--- src/rtl/byte_serial_subtractor.sv ---
// Byte-serial two's-complement subtractor: D = A - B computed one byte per clock
// with a registered carry chain. Define SUB_SATURATE_EN to clamp D on signed overflow.
module byte_serial_subtractor #(
  parameter int NBYTES = 4
) (
  input  logic                  clock,
  input  logic                  reset_n,
  input  logic                  in_valid,
  output logic                  in_ready,
  input  logic [8*NBYTES-1:0]   A,
  input  logic [8*NBYTES-1:0]   B,
  output logic                  out_valid,
  input  logic                  out_ready,
  output logic [8*NBYTES-1:0]   D,
  output logic                  borrow,
  output logic                  ovf,
  output logic                  zero
);

  localparam int W  = 8 * NBYTES;
  localparam int IW = (NBYTES > 1) ? $clog2(NBYTES) : 1;
  localparam logic [IW-1:0] LAST_IDX = IW'(NBYTES - 1);

  typedef enum logic [1:0] {
    IDLE = 2'd0,
    BUSY = 2'd1,
    DONE = 2'd2
  } state_t;

  state_t          r_state;
  state_t          w_state_next;
  logic            w_accept;
  logic            w_step;
  logic            w_last;

  logic [W-1:0]    r_a;
  logic [W-1:0]    r_nb;
  logic            r_carry;
  logic [IW-1:0]   r_idx;
  logic [W-1:0]    r_d;
  logic            r_borrow;
  logic            r_ovf;
  logic            r_zero;

  logic [7:0]      w_a_byte;
  logic [7:0]      w_b_byte;
  logic [8:0]      w_sum;
  logic [W-1:0]    w_d_step;
  logic [W-1:0]    w_d_final;
  logic            w_ovf;

  always_ff @(posedge clock or negedge reset_n) begin
    if (!reset_n) r_state <= IDLE;
    else          r_state <= w_state_next;
  end

  always_comb begin
    w_state_next = r_state;
    w_accept     = 1'b0;
    w_step       = 1'b0;
    w_last       = 1'b0;
    case (r_state)
      IDLE: begin
        if (in_valid) begin
          w_accept     = 1'b1;
          w_state_next = BUSY;
        end
      end
      BUSY: begin
        w_step = 1'b1;
        if (r_idx == LAST_IDX) begin
          w_last       = 1'b1;
          w_state_next = DONE;
        end
      end
      DONE: begin
        if (out_ready) w_state_next = IDLE;
      end
      default: w_state_next = IDLE;
    endcase
  end

  // Byte lane selected by the step index; the subtrahend is already inverted.
  always_comb begin
    w_a_byte = '0;
    w_b_byte = '0;
    w_d_step = r_d;
    for (int unsigned i = 0; i < NBYTES; i++) begin
      if (r_idx == IW'(i)) begin
        w_a_byte = r_a[8*i +: 8];
        w_b_byte = r_nb[8*i +: 8];
      end
    end
    w_sum = {1'b0, w_a_byte} + {1'b0, w_b_byte} + {8'd0, r_carry};
    for (int unsigned i = 0; i < NBYTES; i++) begin
      if (r_idx == IW'(i)) w_d_step[8*i +: 8] = w_sum[7:0];
    end
  end

  // r_nb holds ~B, so equal MSBs here mean the operand signs differ.
  assign w_ovf = (r_a[W-1] == r_nb[W-1]) & (w_d_step[W-1] != r_a[W-1]);

`ifdef SUB_SATURATE_EN
  assign w_d_final = w_ovf ? (r_a[W-1] ? {1'b1, {(W-1){1'b0}}} : {1'b0, {(W-1){1'b1}}})
                           : w_d_step;
`else
  assign w_d_final = w_d_step;
`endif

  always_ff @(posedge clock or negedge reset_n) begin
    if (!reset_n) begin
      r_a      <= '0;
      r_nb     <= '0;
      r_carry  <= 1'b0;
      r_idx    <= '0;
      r_d      <= '0;
      r_borrow <= 1'b0;
      r_ovf    <= 1'b0;
      r_zero   <= 1'b0;
    end else if (w_accept) begin
      r_a     <= A;
      r_nb    <= ~B;
      r_carry <= 1'b1;
      r_idx   <= '0;
    end else if (w_step) begin
      r_carry <= w_sum[8];
      if (w_last) begin
        r_d      <= w_d_final;
        r_borrow <= ~w_sum[8];
        r_ovf    <= w_ovf;
        r_zero   <= (w_d_final == '0);
        r_idx    <= '0;
      end else begin
        r_d   <= w_d_step;
        r_idx <= r_idx + IW'(1);
      end
    end
  end

  assign in_ready  = (r_state == IDLE);
  assign out_valid = (r_state == DONE);
  assign D         = r_d;
  assign borrow    = r_borrow;
  assign ovf       = r_ovf;
  assign zero      = r_zero;

endmodule

--- config.mk ---
export PLATFORM = sky130hd
export DESIGN_NAME = byte_serial_subtractor
export DESIGN_NICKNAME = d
export VERILOG_FILES = /design/src/rtl/byte_serial_subtractor.sv
export SDC_FILE = /design/constraint.sdc
export NUM_CORES = 1
export LEC_CHECK = 0
export ABC_AREA = 1
export CORE_ASPECT_RATIO = 1.2
export CORE_MARGIN = 2
export CORE_UTILIZATION = 47
export DETAILED_ROUTE_END_ITERATION = 8
export PLACE_DENSITY_LB_ADDON = 0.3
export SYNTH_ARGS = -nofsm -noshare
export SYNTH_HDL_FRONTEND = slang
export SYNTH_SLANG_ARGS = --single-unit
--- constraint.sdc ---
create_clock -name clock -period 3.1 [get_ports clock]
set_clock_uncertainty 0.2 [all_clocks]
set_input_delay 0.465 -clock clock [delete_from_list [all_inputs] [get_ports clock]]
set_output_delay 0.465 -clock clock [all_outputs]
set_load 0.01 [all_outputs]
* Word level (Yosys, flattened, before mapping)
Cells that the tools add are included.
** Operators by class
- Add/subtract/negate cells :: 3
- Eq/ne operators :: 10
- Multiplexer cells :: 26
- Bitwise gates (word level) :: 4
- Reductions and logical operators :: 7
** Operator list (number)
- $mux W8 :: 12
- $logic_not A32 Y1 :: 1
- $not A32 Y32 :: 1
- $mux W2 :: 6
- $add A8 B8 Y9 :: 1
- $add A9 B1 Y9 :: 1
- $mux W1 :: 7
- $eq A2 B2 Y1 const B :: 3
- $pmux W2 S3 :: 1
- $reduce_and A3 Y1 :: 2
- $eq A2 B1 Y1 const B :: 2
- $logic_not A2 Y1 :: 2
- $ne A2 B2 Y1 const B :: 2
- $add A2 B1 Y2 const B :: 1
- $ne A2 B1 Y1 const B :: 1
- $not A1 Y1 :: 2
- $reduce_and A2 Y1 :: 1
- $reduce_bool A2 Y1 :: 1
- $and A1 B1 Y1 :: 1
- $eq A1 B1 Y1 :: 1
- $ne A1 B1 Y1 :: 1
** Word-level totals
- Register bits :: 104
- Bits of input ports :: 68
- Output and inout bits :: 37
- Logic and storage cells :: 59

* Longest topological paths before layout
- Word-level depth :: 10
- Mapped depth :: 24
- Gate-level depth less buffers :: 24

* Least setup slack after synthesis
No wires, ideal clock.
- Kind :: flip-flop to flip-flop
- From :: register r_idx[0]
- To :: register r_zero, in the netlist zero
- Setup time :: 0.065 ns
- Arrival :: 3.137 ns
- Data required time :: 2.835 ns
- Setup slack :: -0.302 ns
- Cell stages (with the launch flop) :: 23
- Path buffers :: 1
- Period minus slack after synthesis :: 3.402 ns
- Cells stage by stage :: dfrtp_1 inv_1 ha_1 inv_1 nor2_2 buf_2 a221oi_1 o31ai_1 fa_1 inv_1 fa_1 nand2_1 o21ai_0 nand2_1 nor2_1 nand2_1 nor2_1 nand3_1 nor2_1 nand2_1 nor2_1 nand2_1 nand2_1
** Between the ends
- Cells in the longest elaborated chain, start to end :: 9
- Elaborated cells on any way between the ends :: 22
- Those cells by class :: add/sub (2); eq/ne (3); mux (14); reduce/logical (3)
** Ends and longest elaborated chain
- start, declared :: line 39 : logic [IW-1:0] r_idx;
- start signal, assigned :: line 135 : r_idx <= r_idx + IW'(1);
- $logic_not A2 Y1 :: line 89, 96
- $mux W8 (4 in a row) :: line 89 : if (r_idx == IW'(i)) begin
- $add A8 B8 Y9 :: line 94 : w_sum = {1'b0, w_a_byte} + {1'b0, w_b_byte} + {8'd0, r_carry};
- $add A9 B1 Y9 :: line 94
- $mux W8 :: line 96 : if (r_idx == IW'(i)) w_d_step[8*i +: 8] = w_sum[7:0];
- $logic_not A32 Y1 :: line 131 : r_zero <= (w_d_final == '0);
- end signal, assigned :: line 131
- end, declared :: line 43 : logic r_zero;
Parallel ways exist; a longest one is shown, timed or not.
A chain may end at the register's enable or synchronous reset.

* Worst setup path after layout
Same ends and word-level chain as after synthesis.

==> impl_metrics.env <==
export IMPL_syn_avg_cell_area_um2=8.70
export IMPL_fmax_mhz=303
export IMPL_die_x_um=99.7
export IMPL_reg2reg_slack_ns=-0.20
export IMPL_regToRegEndpoint="zero$_DFFE_PN0P_"
export IMPL_avgViaCountPerCell=5.36
export IMPL_drt_iter0_markers=204
export IMPL_wirelength_mm=13.8
export IMPL_worstSkewPairLatency_ns=0.35
export IMPL_holdPathEnd="r_nb[14]$_DFFE_PN0P_"
export IMPL_io_buffers=104
export IMPL_seqCellArea_mm2=0.00260
export IMPL_worst_slack_ns=-0.199
export IMPL_clk_pin_slew_ns=0.07
export IMPL_dieArea_mm2=0.0119
export IMPL_overflow=0
export IMPL_fin_util_pct=67.8
export IMPL_crit_arrival_ns=3.39
export IMPL_start_util_pct=48.7
export IMPL_firstDrtPassIters=4
export IMPL_min_period_over_period_pct=106
export IMPL_hp_start="r_nb[14]$_DFFE_PN0P_"
export IMPL_synth_seq_area_share_pct=50.4
export IMPL_reg2reg_from="r_idx[0]$_DFFE_PN0P_"
export IMPL_cts_inserted_buffers=9
export IMPL_die_y_um=119
export IMPL_ys_ff_latch=104
export IMPL_yosysUniqueCellTypes=30
export IMPL_cap_violations=0
export IMPL_grt_max_degree=68
export IMPL_synth_cells=594
export IMPL_setup_viol=2
export IMPL_syn_nets=675
export IMPL_clockBufferDepth=2
export IMPL_crit_chain="inv_2 -> ha_4 -> inv_4 -> nor2_4 -> a221oi_2 -> o31ai_2 -> fa_2 -> inv_2 -> fa_2 -> buf_6 -> o21ai_4 -> nor2_2 -> nand2_1 -> nor2_1 -> nand3_1 -> nor2_1 -> nand2_1 -> nor2_1 -> nand2_1 -> nand2_1"
export IMPL_ff2ff_path_depth=20
export IMPL_slew_headroom_pct=45.0
export IMPL_slowest_stage="fa_2"
export IMPL_syn_to_final_growth_pct=39.3
export IMPL_cp_start_kind="register"
export IMPL_period_needed_ns=3.30
export IMPL_crit_required_ns=3.19
export IMPL_rsz0062_at_grt="yes"
export IMPL_yosysWarnings=0
export IMPL_crit_fanout=4
export IMPL_min_path_type="register to register"
export IMPL_grt_pass1_vias=4732
export IMPL_grt_usage_pct=24.2
export IMPL_status="finished, violations left"
export IMPL_hold_viol=0
export IMPL_worst_pin_slew_ns=0.820
export IMPL_crit_family="adder cells"
export IMPL_hpwlAfterDp_mm=10.1
export IMPL_place_congestion=0.953
export IMPL_end_kind="register"
export IMPL_cts_root_buf="clkbuf_16"
export IMPL_cts_max_level=3
export IMPL_rows=41
export IMPL_vias=4668
export IMPL_drive_gt1_share_pct=23.6
export IMPL_path_class="register to register"
export IMPL_netlist_area_mm2=0.00517
export IMPL_nNetsFinal=818
export IMPL_cts_sinks=104
export IMPL_multi_input_area_mm2=0.00253
export IMPL_grt_antenna_before_repair=0
export IMPL_detail_route_antenna_nets=0
export IMPL_avgRoutedWirePerCell_um=15.8
export IMPL_core_mm2=0.0106
export IMPL_cp_buffers_inverters=4
export IMPL_cp_common_cell="nand2_1"
export IMPL_ios=105
export IMPL_drc=0
export IMPL_insertedDiodeCount=0
export IMPL_whs_path_depth=2
export IMPL_violations="negative setup slack"
export IMPL_grt_pass1_wl_mm=22.7
export IMPL_slowest_delay_ns=0.63
export IMPL_fillCellCount=864
export IMPL_cts_tree="done"
export IMPL_slew_viol_final=0
## kinds of logic (layout without fill, tap and decap cells)
| family | after synthesis | in the layout | synth area share [%] |
|---|---|---|---|
| buffers and inverters | 62 | 210 | 4.82 |
| AND/OR/NAND/NOR | 254 | 254 | 20.7 |
| AO/OA/AOI/OAI | 131 | 131 | 14.2 |
| adder cells (fa/ha/maj) | 13 | 13 | 3.44 |
| flip-flops | 104 | 104 | 50.4 |
| multiplexers | 30 | 30 | 6.54 |
## placed cells by master (no fill, tap or decap), drive strengths merged, types with 3 or more instances in the layout
cell type,instances
nor2,46
a21oi,20
o21ai,79
o31ai,3
nand3,31
ha,11
a31oi,8
mux2,30
clkdlybuf4s50,103
a22oi,16
nand2,166
buf,57
dfrtp,104
inv,34
or2,10
clkbuf,10
clkinv,4
## stage by stage
stage	area (um2)	setup TNS (ns)	std cells	worst slack (ns)	hold slack (ns)
after floorplan	5230	-0.201	594	-0.201	-0.0306
after global placement	6660	-0.272	844	-0.211	0.261
after detailed placement	6660	-0.815	844	-0.289	0.270
after CTS	7020	-0.457	864	-0.162	0.292
after global routing	7200	-1.82	871	-0.373	0.309
final	7200	-0.228	871	-0.199	0.291
## Yosys cell counts, drive strengths merged
cell | n | area [um2]
a22oi | 16 | 120
ha | 11 | 138
o211ai | 2 | 15.0
nand3b | 1 | 7.51
or2 | 10 | 62.6
fa | 2 | 40.0
buf | 11 | 57.6
a31oi | 8 | 50.1
nand3 | 31 | 170
clkinv | 1 | 3.75
nor2 | 46 | 185
a21oi | 20 | 104
dfrtp | 104 | 2600
nand2 | 166 | 643
clkbuf | 18 | 67.6
mux2 | 30 | 338
inv | 32 | 120
a221oi | 2 | 17.5
o31ai | 3 | 22.5
a2bb2oi | 1 | 8.76
o21ai | 79 | 395
## worst min-delay path: cells and delay by family, from the launching register on
family          cells  cell delay, ns
flops               1            0.34
compound gates      1            0.06
simple gates        1            0.05
## per-layer routing
metal / global-route usage, % / vias up / wire length (um)
met2: 41.0 / 135 / 6940
met1: 31.3 / 2234 / 5860
li1: - / 2271 / -
met5: 0 / - / 0
met3: 3.11 / 28 / 596
met4: 9.93 / 0 / 388
## repair_timing
item / 4_1_cts / 5_1_grt
hold endpoints to repair: 37 / 0
endpoints found under the setup margin: 12 / 23
resized for setup: 13 / 34
hold buffers: 1 / 0
setup buffers: 3 / 7
pin swaps: 15 / 19
## cell type report
class | count | share of cell area [%]
Multi-Input combinational cell | 428 | 35.2
Clock buffer | 10 | 3.32
Tap cell | 129 | 2.24
Clock inverter | 6 | 0.591
Inverter | 33 | 1.76
Sequential cell | 104 | 36.2
Timing Repair Buffer | 161 | 20.7
## worst max path at each step
stage / from / to / slack, ns / depth (start not counted)
2_1_floorplan: r_idx[0]$_DFFE_PN0P_ / zero$_DFFE_PN0P_ / -0.20 / 22
3_3_place_gp: r_idx[0]$_DFFE_PN0P_ / zero$_DFFE_PN0P_ / -0.21 / 20
5_1_grt: r_idx[0]$_DFFE_PN0P_ / zero$_DFFE_PN0P_ / -0.37 / 22
3_5_place_dp: r_idx[0]$_DFFE_PN0P_ / zero$_DFFE_PN0P_ / -0.29 / 20
4_1_cts: r_idx[0]$_DFFE_PN0P_ / zero$_DFFE_PN0P_ / -0.16 / 20
6_report: r_idx[0]$_DFFE_PN0P_ / zero$_DFFE_PN0P_ / -0.20 / 20
## state kept, by name, summed over array words and instances (netlist names)
name / cells
r_idx: 2
borrow: 1
D: 32
r_a: 32
ovf: 1
r_state: 2
r_nb: 32
zero: 1
r_carry: 1
Power is not shown: default switching activity piles up to over one toggle a cycle in this logic, so the estimate is an artifact.
==> patch 1 (same flow settings) <==
Add a define of `SUB_SATURATE_EN`.
--- a/src/rtl/byte_serial_subtractor.sv
+++ b/src/rtl/byte_serial_subtractor.sv
@@ -1,5 +1,7 @@
 // Byte-serial two's-complement subtractor: D = A - B computed one byte per clock
 // with a registered carry chain. Define SUB_SATURATE_EN to clamp D on signed overflow.
+`define SUB_SATURATE_EN
+
 module byte_serial_subtractor #(
   parameter int NBYTES = 4
 ) (
Function: changed (a bounded check fails within 10 cycles, from zero or initial values and one cycle with reset_n low).
==> patch 1 against the original RTL <==
The run still ends with setup timing left; sequential cell count stayed put; synthesized cell count up 18%; wire length grew 22%; worst hold slack got worse by 0.013 ns; cell area rose by 14%; synthesized area rose by 9.8%; non-clock buffer count rose by 32; worst setup slack worse by 0.21 ns.
Power is not shown: default switching activity piles up to over one toggle a cycle in this logic, so the estimate is an artifact.
==> patch 1: results (changes against the original RTL) <==
{
  "hold_end": "ovf$_DFFE_PN0P_",
  "grt_pass1_wl": {"value": 27.09, "unit": "mm", "change": "+19%"},
  "placed_area": {"value": 7345, "unit": "sq um", "change": "+10%"},
  "synthesis.nets": {"value": 784, "change": "+16%"},
  "yosys.cell_types.count": {"value": 36, "change": "+20%"},
  "grt.total_usage": {"value": 25.99, "unit": "%", "change": "+1.8 points"},
  "worst_slack_setup_final": {"value": -0.4071, "unit": "ns", "change": "-0.2086 ns"},
  "globalplace.congestion": {"value": 0.8673, "change": "-9.0%"},
  "timing.critical_path.slowest_cell_delay": {"value": 0.48, "unit": "ns", "change": "-0.15 ns"},
  "drive_above_1_share": {"value": 24.77, "unit": "%", "change": "+1.2 points"},
  "synth-seq-area-share": {"value": 45.87, "unit": "%", "change": "-4.5 points"},
  "dr.pass1.iters": {"value": 7, "change": "+3"},
  "port_buffers": {"value": 104, "change": "unchanged"},
  "status": "complete, but fails checks",
  "finalWirelength": {"value": 16.88, "unit": "mm", "change": "+22%"},
  "final_nets": {"value": 952, "change": "+16%"},
  "drt_iter0_drc": {"value": 311, "change": "+52%"},
  "worst_pin_slew": {"value": 0.5703, "unit": "ns", "change": "-0.2500 ns"},
  "fill_cell_count": {"value": 905, "change": "+4.7%"},
  "setup_tns": {"value": -8.966, "unit": "ns", "change": "-8.738 ns"},
  "detailedPlacementHpwl": {"value": 11.72, "unit": "mm", "change": "+16%"},
  "antennaDiodeCount": {"value": 0, "change": "unchanged"},
  "crit_path_start": "r_idx[0]$_DFFE_PN0P_",
  "via_count_of_the_first_global_routing_pass": {"value": 5454, "change": "+15%"},
  "critical_path_arrival": {"value": 3.59, "unit": "ns", "change": "+0.20 ns"},
  "maximum_number_of_pins_on_one_net_before_global_route_repair": {"value": 100, "change": "+47%"},
  "yosys-top-cells-area": "sky130_fd_sc_hd__dfrtp_1 (46%), sky130_fd_sc_hd__nand2_1 (16%), sky130_fd_sc_hd__o21ai_0 (6.4%), sky130_fd_sc_hd__mux2_2 (6.2%), sky130_fd_sc_hd__a21oi_1 (3.8%)",
  "synthTopCellsByCount": "sky130_fd_sc_hd__nand2_1 (241), sky130_fd_sc_hd__dfrtp_1 (104), sky130_fd_sc_hd__o21ai_0 (73), sky130_fd_sc_hd__a21oi_1 (43), sky130_fd_sc_hd__nor2_1 (38)",
  "vias_per_cell": {"value": 5.391, "change": "+0.59%"},
  "holdWs": {"value": 0.2777, "unit": "ns", "change": "-0.01292 ns"},
  "path_max_fanout": {"value": 5, "change": "+1"},
  "failed_checks": "setup timing",
  "report.final.setup_viol": {"value": 34, "change": "+32"},
  "launch_point_of_the_worst_hold_path": "ovf$_DFFE_PN0P_"
}
## patch 1: cell families after synthesis
family	Yosys count	share of synthesized area [%]
muxes	32	6.328
adders and majority gates	13	3.131
buffers and inverters	77	5.513
DFF	104	45.87
xor gates and xnor gates	4	0.6175
and+or+nand+nor	331	24.67
AOI/OAI and AO/OA	142	13.87
## patch 1: routing by layer
layer  routed length, microns  vias to the layer above  part of all wire [%]  GRT usage, %
li1                         -                     2655                     -             -
met1                     6434                     2629                    38         30.57
met2                     8702                      225                    52         45.87
met3                      949                       60                   5.6         4.186
met4                      791                        0                   4.7         12.48
met5                        0                        -                     0             0
## patch 1: stage by stage
step                      worst slack, ns  util [%]  instances
after detailed placement          -0.5681     62.91        994
after global routing              -0.5921     70.35       1033
final                             -0.4071     70.35       1033
after global placement            -0.4643     62.91        994
after CTS                         -0.3091     69.20       1026
after floorplan                   -0.2388         -        703
## patch 1: cell type report
cell class | instances | area (sq um) | share of cell area [%]
clock buffers | 11 | 252.7 | 3.077
clock inverters | 5 | 63.81 | 0.7770
inverters | 38 | 150.1 | 1.828
multi-input cells | 525 | 3083 | 37.54
flip-flops and latches | 104 | 2604 | 31.70
well taps | 157 | 196.4 | 2.392
repair buffers | 193 | 1863 | 22.68
## patch 1: repair_timing
item / in CTS / in global routing
endpoints found under the setup margin: 36 / 36
gates resized for setup: 73 / 24
setup buffers: 12 / 6
gates cloned: 3 / 1
hold endpoints to repair: 32 / 0
pin swaps: 15 / 11
hold buffers: 1 / 0
==> patch 2 (config.mk and constraints unchanged) <==
Made on the original files. The 3 states of `state_t` get a one-hot encoding in 3 bits.
--- a/src/rtl/byte_serial_subtractor.sv
+++ b/src/rtl/byte_serial_subtractor.sv
@@ -21,10 +21,10 @@
   localparam int IW = (NBYTES > 1) ? $clog2(NBYTES) : 1;
   localparam logic [IW-1:0] LAST_IDX = IW'(NBYTES - 1);
 
-  typedef enum logic [1:0] {
-    IDLE = 2'd0,
-    BUSY = 2'd1,
-    DONE = 2'd2
+  typedef enum logic [2:0] {
+    IDLE = 3'b001,
+    BUSY = 3'b010,
+    DONE = 3'b100
   } state_t;
 
   state_t          r_state;
Function: same outputs for any inputs over 4 cycles, from zero or initial values and one cycle with reset_n low; so few cycles prove little.
==> patch 2 against the original RTL <==
Global-route usage shrank 0.13 points; cell area increased by 2.8%; sequential cell count rose by 1; wire length is 2.3% higher; synthesized area increased by 3.1%; first-iteration DRC count up 15%; the flow still finishes with violations (setup timing); core utilization decreased by 0.73 points; worst setup slack improved by 0.17 ns; count of clock-buffer cells in the layout up 1.
Power is not shown: default switching activity piles up to over one toggle a cycle in this logic, so the estimate is an artifact.
==> patch 2: results (changes against the original RTL) <==
{
  "compound_cell_area_share_of_the_yosys_netlist": {"value": 12.32, "unit": "%", "change": "-1.9 points"},
  "dominant_combinational_cell_family_by_area_after_synthesis": "simple AND/OR/NAND/NOR gates",
  "final_nets": {"value": 839, "change": "+2.6%"},
  "globalplace.congestion": {"value": 0.8917, "change": "-6.5%"},
  "synth_adder_area_share": {"value": 3.333, "unit": "%", "change": "-0.10 points"},
  "numCtsBuffers": {"value": 9, "change": "unchanged"},
  "drt_iter0_drc": {"value": 234, "change": "+15%"},
  "antennaDiodeCount": {"value": 0, "change": "unchanged"},
  "grt_pass1_wl": {"value": 22.94, "unit": "mm", "change": "+0.88%"},
  "status": "complete, but fails checks",
  "grt.total_usage": {"value": 24.09, "unit": "%", "change": "-0.13 points"},
  "yosys-top-cells-area": "sky130_fd_sc_hd__dfrtp_1 (49%), sky130_fd_sc_hd__nand2_1 (14%), sky130_fd_sc_hd__o21ai_0 (6.9%), sky130_fd_sc_hd__mux2_2 (4.6%), sky130_fd_sc_hd__ha_1 (2.6%)",
  "failed_checks": "setup timing",
  "timing.critical_path.slowest_cell_delay": {"value": 0.42, "unit": "ns", "change": "-0.21 ns"},
  "vias_per_cell": {"value": 5.292, "change": "-1.3%"},
  "worst-r2r-cell-count": {"value": 22, "change": "+10%"},
  "cp_slowest_cell": "sky130_fd_sc_hd__dfrtp_1",
  "synthesis.nets": {"value": 697, "change": "+3.3%"},
  "setup_tns": {"value": -0.03344, "unit": "ns", "change": "+0.1941 ns"},
  "dr.pass1.iters": {"value": 5, "change": "+1"},
  "drive_above_1_share": {"value": 25.03, "unit": "%", "change": "+1.4 points"},
  "detailedPlacementHpwl": {"value": 10.77, "unit": "mm", "change": "+6.4%"},
  "h-tree-depth": {"value": 3, "change": "unchanged"},
  "synthTopCellsByCount": "sky130_fd_sc_hd__nand2_1 (193), sky130_fd_sc_hd__dfrtp_1 (104), sky130_fd_sc_hd__o21ai_0 (73), sky130_fd_sc_hd__nor2_1 (33), sky130_fd_sc_hd__inv_1 (28)",
  "critical_path_arrival": {"value": 3.22, "unit": "ns", "change": "-0.17 ns"},
  "cts-root-to-sink-buffers": {"value": 2, "change": "unchanged"},
  "yosys.cell_types.count": {"value": 34, "change": "+13%"},
  "yosys.area_share.xor_xnor": {"value": 0, "unit": "%", "change": "unchanged"},
  "worst_slack_setup_final": {"value": -0.03344, "unit": "ns", "change": "+0.1651 ns"},
  "via_count_of_the_first_global_routing_pass": {"value": 4725, "change": "-0.15%"},
  "worst_pin_slew": {"value": 0.6094, "unit": "ns", "change": "-0.2110 ns"},
  "report.final.setup_viol": {"value": 1, "change": "-1"},
  "maximum_number_of_pins_on_one_net_before_global_route_repair": {"value": 64, "change": "-5.9%"},
  "finalWirelength": {"value": 14.10, "unit": "mm", "change": "+2.3%"},
  "synthMuxAreaShare": {"value": 6.901, "unit": "%", "change": "+0.37 points"},
  "synth-seq-area-share": {"value": 49.32, "unit": "%", "change": "-1.0 points"},
  "path_max_fanout": {"value": 4, "change": "unchanged"},
  "top_flip_flop_cell_by_instance_count_after_synthesis": "sky130_fd_sc_hd__dfrtp_1"
}
patch 2: changes by cell type after synthesis, moves of 2 or more:
cell	before	now
sky130_fd_sc_hd__nand2_2	8	12
sky130_fd_sc_hd__a31oi_1	8	0
sky130_fd_sc_hd__buf_6	0	2
sky130_fd_sc_hd__nor2_1	43	33
sky130_fd_sc_hd__nor2_2	2	4
sky130_fd_sc_hd__mux2_2	30	22
sky130_fd_sc_hd__o21ai_1	5	1
sky130_fd_sc_hd__nand2_1	158	193
sky130_fd_sc_hd__buf_2	10	8
sky130_fd_sc_hd__or2_2	9	11
sky130_fd_sc_hd__mux2_4	0	8
patch 2: cells by family (layout without fill, tap and decap cells):
family / after synthesis / count (layout)
compound gates: 117 / 117
fa+ha+maj: 13 / 13
buf+inv: 63 / 210
flops: 105 / 105
mux: 30 / 30
simple gates: 288 / 288
patch 2: worst max-delay path, delay by kind of cell, from the launching register on:
family                   cells  cell delay [ns]
AND/OR/NAND/NOR             12             0.90
adder cells (fa/ha/maj)      3             0.79
flip-flops                   1             0.42
buffers and inverters        5             0.40
AO/OA/AOI/OAI                2             0.36
patch 2: routing by layer:
metal	wire (microns)	global-route usage [%]	vias to the layer above
met3	665	4.566	36
met2	7260	42.30	146
met4	494	8.699	0
met1	5684	29.16	2243
li1	-	-	2311
met5	0	0	-
patch 2: cell type report:
cell class                 instances  area [sq um]
fill                             894          3635
multi-input combinational        448          2675
sequential                       105          2629
timing repair buffer             161          1513
clock buffer                      11         252.7
tap                              132         165.2
inverter                          33         128.9
clock inverter                     5         37.54
patch 2: final timing paths:
kind,startpoint,to,slack (ns)
setup / recovery,r_idx[0]$_DFFE_PN0P_,zero$_DFFE_PN0P_,-0.03
hold / removal,ovf$_DFFE_PN0P_,ovf$_DFFE_PN0P_,0.29
setup reg to reg,r_idx[0]$_DFFE_PN0P_,zero$_DFFE_PN0P_,-0.03
hold reg to reg,ovf$_DFFE_PN0P_,ovf$_DFFE_PN0P_,0.29
max in group asynchronous,reset_n,r_nb[8]$_DFFE_PN0P_,1.50
min in group asynchronous,reset_n,D[29]$_DFFE_PN0P_,0.45
patch 2: timing repair:
| action | in CTS | in global routing |
|---|---|---|
| endpoints found under the setup margin | 16 | 18 |
| pin swaps | 22 | 12 |
| hold buffers | 1 | 0 |
| hold endpoints to repair | 41 | 0 |
| buffers inserted | 8 | 1 |
| gates resized for setup | 26 | 35 |
patch 2: metrics by stage:
step	instance area, sq um	hold WS, ns	instances	setup WS (ns)	util, %
2_1_floorplan	5389	-0.03059	616	-0.1337	-
3_3_place_gp	6814	0.2653	869	-0.1780	61.75
3_5_place_dp	6814	0.2687	869	-0.2428	61.75
4_1_cts	7267	0.2851	894	-0.05483	65.85
5_1_grt	7401	0.3161	895	-0.2602	67.06
6_report	7401	0.2858	895	-0.03344	67.06
